### src/rtl/t08_mem_arbiter.sv
// t08 shared-bus arbiter and sequencer.
// Serialises core data, core fetch and DMA read requests onto one
// strobe/busy bus and returns registered read data with a one-cycle ack.
//
// Handshakes:
//   requester side - req is a level held until the matching one-cycle ack;
//                    the request fields are captured once, at grant.
//   bus side       - a one-cycle bus_read/bus_write strobe starts a transfer.
//                    The bus manager raises bus_busy while working, and the
//                    first cycle bus_busy is low again carries bus_rdata.
//                    If bus_busy never rises within TIMEOUT cycles, the
//                    transfer completes with err.
module t08_mem_arbiter #(
   parameter int STARVE_LIMIT = 16,
   parameter int TIMEOUT      = 8
) (
   input  logic        clk,
   input  logic        nrst,
   input  logic        d_req,
   input  logic        d_we,
   input  logic [31:0] d_addr,
   input  logic [31:0] d_wdata,
   input  logic [3:0]  d_sel,
   output logic        d_ack,
   input  logic        i_req,
   input  logic [31:0] i_addr,
   output logic        i_ack,
   input  logic        x_req,
   input  logic [31:0] x_addr,
   output logic        x_ack,
   output logic [31:0] rdata,
   output logic        err,
   output logic        bus_read,
   output logic        bus_write,
   output logic [31:0] bus_addr,
   output logic [31:0] bus_wdata,
   output logic [3:0]  bus_sel,
   input  logic [31:0] bus_rdata,
   input  logic        bus_busy,
   output logic        freeze
);

   // FSM encoding; state is kept as a plain named register so checkers can bind to it
   localparam logic [1:0] S_IDLE  = 2'd0;
   localparam logic [1:0] S_ISSUE = 2'd1;
   localparam logic [1:0] S_WAIT  = 2'd2;
   localparam logic [1:0] S_RESP  = 2'd3;

   // owner ids
   localparam logic [1:0] OWN_D = 2'd0;
   localparam logic [1:0] OWN_I = 2'd1;
   localparam logic [1:0] OWN_X = 2'd2;

   localparam int SW = $clog2(STARVE_LIMIT + 1);
   localparam int TW = $clog2(TIMEOUT + 1);
   localparam logic [SW-1:0] STARVE_MAX  = SW'(STARVE_LIMIT);
   localparam logic [TW-1:0] TIMEOUT_MAX = TW'(TIMEOUT);

   logic [1:0]    state;
   logic [1:0]    owner;
   logic          we_q;
   logic          seen_busy;
   logic [TW-1:0] tcnt;
   logic [TW-1:0] tcnt_nxt;
   logic [SW-1:0] starve_cnt;

   logic          any_req;
   logic          grant;
   logic          x_first;
   logic [1:0]    win_own;
   logic [31:0]   win_addr;
   logic [31:0]   win_wdata;
   logic [3:0]    win_sel;
   logic          win_we;

   assign any_req  = d_req | i_req | x_req;
   assign grant    = (state == S_IDLE) && any_req && !bus_busy;
   assign x_first  = (starve_cnt == STARVE_MAX);
   assign tcnt_nxt = tcnt + TW'(1);

   // Winner selection: d > i > x, with a starved DMA port jumping the queue
   always_comb begin
      win_own = OWN_X;
      if (x_first && x_req) begin
         win_own = OWN_X;
      end else if (d_req) begin
         win_own = OWN_D;
      end else if (i_req) begin
         win_own = OWN_I;
      end else begin
         win_own = OWN_X;
      end
   end

   // Request fields of the winner; fetch and DMA are full-word reads
   always_comb begin
      win_addr  = x_addr;
      win_wdata = 32'h0;
      win_sel   = 4'hF;
      win_we    = 1'b0;
      case (win_own)
         OWN_D: begin
            win_addr  = d_addr;
            win_wdata = d_we ? d_wdata : 32'h0;
            win_sel   = d_sel;
            win_we    = d_we;
         end
         OWN_I: begin
            win_addr  = i_addr;
         end
         default: begin
            win_addr  = x_addr;
         end
      endcase
   end

   // Capture the granted request; these hold steady for the whole transfer
   always_ff @(posedge clk or negedge nrst) begin
      if (!nrst) begin
         owner     <= OWN_D;
         we_q      <= 1'b0;
         bus_addr  <= 32'h0;
         bus_wdata <= 32'h0;
         bus_sel   <= 4'h0;
      end else if (grant) begin
         owner     <= win_own;
         we_q      <= win_we;
         bus_addr  <= win_addr;
         bus_wdata <= win_wdata;
         bus_sel   <= win_sel;
      end
   end

   // Transaction sequencer: strobe, wait for busy to rise and fall (or time out), respond
   always_ff @(posedge clk or negedge nrst) begin
      if (!nrst) begin
         state     <= S_IDLE;
         seen_busy <= 1'b0;
         tcnt      <= '0;
         rdata     <= 32'h0;
         err       <= 1'b0;
      end else begin
         case (state)
            S_IDLE: begin
               if (grant) begin
                  state <= S_ISSUE;
               end
            end
            S_ISSUE: begin
               seen_busy <= 1'b0;
               tcnt      <= '0;
               state     <= S_WAIT;
            end
            S_WAIT: begin
               if (bus_busy) begin
                  seen_busy <= 1'b1;
               end
               if (seen_busy && !bus_busy) begin
                  rdata <= we_q ? 32'h0 : bus_rdata;
                  err   <= 1'b0;
                  state <= S_RESP;
               end else if (!seen_busy && !bus_busy) begin
                  tcnt <= tcnt_nxt;
                  if (tcnt_nxt == TIMEOUT_MAX) begin
                     rdata <= 32'h0;
                     err   <= 1'b1;
                     state <= S_RESP;
                  end
               end
            end
            default: begin
               // err accompanies the ack only; rdata is left as last returned
               err   <= 1'b0;
               state <= S_IDLE;
            end
         endcase
      end
   end

   // DMA starvation counter: counts ungranted cycles of x_req, saturating
   always_ff @(posedge clk or negedge nrst) begin
      if (!nrst) begin
         starve_cnt <= '0;
      end else if (!x_req) begin
         starve_cnt <= '0;
      end else if (grant && (win_own == OWN_X)) begin
         starve_cnt <= '0;
      end else if (starve_cnt != STARVE_MAX) begin
         starve_cnt <= starve_cnt + SW'(1);
      end
   end

   // Strobes, acks and core freeze decoded from registered state
   always_comb begin
      bus_write = (state == S_ISSUE) &&  we_q;
      bus_read  = (state == S_ISSUE) && !we_q;
      d_ack     = (state == S_RESP) && (owner == OWN_D);
      i_ack     = (state == S_RESP) && (owner == OWN_I);
      x_ack     = (state == S_RESP) && (owner == OWN_X);
      freeze    = (d_req & ~d_ack) | (i_req & ~i_ack);
   end

   // At most one ack and one strobe at a time
   a_ack_onehot : assert property (@(posedge clk) disable iff (!nrst)
      $onehot0({d_ack, i_ack, x_ack}));
   a_strobe_onehot : assert property (@(posedge clk) disable iff (!nrst)
      !(bus_read && bus_write));
   // ISSUE never lasts more than one cycle
   a_issue_once : assert property (@(posedge clk) disable iff (!nrst)
      (state == S_ISSUE) |=> (state == S_WAIT));

endmodule

### config.mk
export PLATFORM = sky130hd
export DESIGN_NAME = t08_mem_arbiter
export DESIGN_NICKNAME = d
export VERILOG_FILES = /design/src/rtl/t08_mem_arbiter.sv
export SDC_FILE = /design/constraint.sdc
export NUM_CORES = 1
export LEC_CHECK = 0
export ABC_AREA = 1
export BUFFER_PORTS_ARGS = -buffer_cell sky130_fd_sc_hd__buf_2
export CAP_MARGIN = 20
export CORE_ASPECT_RATIO = 1.1
export CORE_UTILIZATION = 50
export CTS_CLUSTER_SIZE = 24
export DETAILED_ROUTE_END_ITERATION = 8
export PLACE_DENSITY = 0.86
export RECOVER_POWER = 50
export SLEW_MARGIN = 30
export SYNTH_ARGS = -nofsm -noshare
export SYNTH_HDL_FRONTEND = slang
export SYNTH_SLANG_ARGS = --single-unit
export TNS_END_PERCENT = 50
### constraint.sdc
create_clock -name clk -period 5.11 [get_ports clk]
set_clock_uncertainty 0.1 [all_clocks]
set_input_delay 0.2555 -clock clk [delete_from_list [all_inputs] [get_ports clk]]
set_output_delay 0.2555 -clock clk [all_outputs]
set_load 0.005 [all_outputs]
==> results.cfg <==
[outcome]
status = finished, violations left
violations = capacitance limit, slew limit

[clock_tree]
clkTransAtPathRegs_ns = 0.05
cts.hold.buffers_added = 48
max-clock-path-buffers = 2
cts-buffers-inserted = 17
cts_root_buf = clkbuf_16
cts_tree = built
post-cts-setup-buffers = 0
htreeDepth = 4
clk-insertion-delay-late_ns = 0.41
post_cts_resized = 0
clkSinkCount = 116

[setup_path]
crit_family = buffers and inverters
cp-end-kind = register
r2r-end = tcnt[2]
cp.arrival_ns = 3.21
reg2reg_slack_ns = 2.09
cp_num_buf_inv = 3
slowest_delay_ns = 1.16
worstPathMaxFanout = 37
critPathKind = reg2reg
rr_startpoint = state[0]
required_ns = 5.29
path_cells = inv_1 -> ha_1 -> clkbuf_1 -> o21ai_0 -> nand2_1 -> inv_1 -> nand2_1 -> o21ai_0
crit_path_top_delay_cell = clkbuf_1
rr_worst_depth = 8
worstSetupStartpointType = register

[yosys]
netlist_area_um2 = 5747
synth_top_family_by_area = simple AND/OR/NAND/NOR gates
synth_compound_area_share_pct = 4.964
synth_xor_area_share_pct = 0.4572
synthMuxAreaShare_pct = 0
async_flop_share_pct = 100.0
synthAdderAreaFrac_pct = 1.742
yosysSeqAreaShare_pct = 50.51
synthSimpleGateAreaFrac_pct = 34.66
yosys_warnings = 0
ys_ff_latch = 116
synth_top_flop_cell = dfrtp_1
synthDistinctLibCells = 26
synth_edf_count = 0
synth.net_count = 920
synth_cells = 741
syn_avg_cell_area_um2 = 7.755

[final_layout]
areaGrowthSynthToFinish_pct = 42.39
finalCoreUtilization_pct = 73.98
ff_latch_area_um2 = 2903
nets = 1222
design_area_um2 = 8183
nFillCells = 873
multi_input_area_um2 = 2425
drive_gt1_share_pct = 23.70

[sta]
worst-slew-pin-transition_ns = 1.590
hold_violations = 0
max_freq_ghz = 0.3306
min_period_ns = 3.025
rsz0062_at_grt = no
finalCritPeriodShare_pct = 59.19
slew-limit-headroom_pct = -5.978
finalSetupViolations = 0
slew_viol_final = 38
fin_setup_tns_ns = 0

[floorplanning]
floorplan.initialDensity_pct = 51.96
rows = 40
io_pins = 278
die_area_um2 = 11930
die_x_um = 104.2
die_height_um = 114.4
coreArea_um2 = 11060

[power]
p_total_w = 0.004107
peakVddDrop_v = 0.0003906
power_density_nw_per_um2 = 501.9
p_leak_nw = 4.556

[place]
place_area_um2 = 7187
gp_congestion = 0.9171
io_buffers = 277
dp_hpwl_um = 12480

[routing]
antenna_left = 0
drt-total-wl_um = 20300
vias = 6633
viasPerCell = 5.495
firstDrtPassIters = 6
wire_per_inst_um = 16.82
drc = 0
drt_iter0_markers = 802

[min_path]
min_from = d_wdata[29]
worstHoldEndpoint = bus_wdata[29]
hold_path_class = in2reg
worst_hold_path.num_cells = 3

[global_routing]
grt_max_degree = 69
gr-total-overflow = 0
grt_pass1_vias = 6374
antenna_found_initial = 1
grt_pass1_wl_um = 31310
grt_usage_pct = 33.97

[flow_run]
cap_violations = 1
-- kinds of logic after synthesis --
family | Yosys count
simple gates | 456
flops | 116
buf+inv | 105
compound gates | 53
fa+ha+maj | 8
xor+xnor | 3
-- cell usage after synthesis, types with 2 or more instances --
library cell / number / area, um^2
a21oi_1: 39 / 195.2
buf_2: 25 / 125.1
buf_4: 2 / 15.01
clkbuf_1: 21 / 78.83
dfrtp_1: 116 / 2903
ha_1: 8 / 100.1
inv_1: 53 / 198.9
inv_2: 2 / 7.510
nand2_1: 256 / 960.9
nand2_2: 2 / 12.51
nand3_1: 136 / 680.7
nand4_1: 33 / 206.5
nor2_1: 23 / 86.33
nor2_2: 2 / 12.51
nor3_1: 2 / 10.01
o21ai_0: 8 / 40.04
o22ai_1: 3 / 18.77
xor2_1: 2 / 17.52
-- layout by cell type, fill, tap and decap left out, drive strengths merged, types with 3 or more instances in the layout --
cell	netlist	layout
nand3	136	136
a21oi	39	39
o22ai	3	3
dfrtp	116	116
dlygate4sd3	0	48
ha	8	8
nand4	33	33
bufinv	0	3
inv	55	54
buf	29	208
nand2	259	259
clkinv	0	4
o21ai	9	9
diode	0	5
clkinvlp	0	3
nor2	26	26
clkbuf	21	99
-- worst reg2reg max path, stage by stage (launching register included) --
cell and delay [ns]:
dfrtp_1 0.43, inv_1 0.11, ha_1 0.18, clkbuf_1 1.16, o21ai_0 0.37, nand2_1 0.27, inv_1 0.08, nand2_1 0.10
o21ai_0 0.11
-- power breakdown --
| part | leakage [nW] | total [W] | switching, W | internal, W |
|---|---|---|---|---|
| Sequential | 1.49 | 0.00152 | 0.000231 | 0.00128 |
| Combinational | 2.77 | 0.00138 | 0.000859 | 0.000518 |
| Clock | 0.288 | 0.00122 | 0.000416 | 0.000800 |
-- how the worst max path moves through the flow --
| stage | cells past startpoint | start | to |
|---|---|---|---|
| after floorplan | 9 | state[0] | bus_wdata[11] |
| final | 8 | state[0] | tcnt[2] |
| after detailed placement | 9 | starve_cnt[0] | bus_wdata[27] |
| after global routing | 8 | state[0] | tcnt[0] |
| after global placement | 9 | starve_cnt[0] | bus_addr[14] |
| after CTS | 9 | starve_cnt[0] | bus_wdata[12] |
-- registers in the layout (all words and copies together) (netlist names) --
signal      count
bus_wdata      32
seen_busy       1
rdata          32
we_q            1
state           2
err             1
bus_sel         4
starve_cnt      5
owner           2
bus_addr       32
tcnt            4
-- metrics by stage --
stage                     worst slack, ns  hold WS, ns  std cells
after floorplan                     3.430      -0.1401        741
after global placement              2.259       0.2670       1122
after detailed placement            2.593       0.2662       1123
after CTS                           2.532    0.0006022       1202
after global routing                1.871     0.007027       1202
final                               2.085     0.005088       1207
-- layer usage --
metal,routed length (um),GRT usage (%),vias to the layer above
li1,-,-,3023
met1,7540,38.40,3067
met2,9977,58.58,451
met3,1874,10.24,92
met4,905,17.33,0
met5,0,0,-
-- cell type report --
| cell class | count | area share, % |
|---|---|---|
| repair buffers | 333 | 22.61 |
| clock inverters | 9 | 1.560 |
| inverters | 55 | 2.523 |
| flip-flops and latches | 116 | 35.47 |
| multi-input cells | 520 | 29.63 |
| diodes | 5 | 0.1529 |
| well taps | 147 | 2.248 |
| clock buffers | 22 | 5.795 |
(Power assumes the default switching activity.)
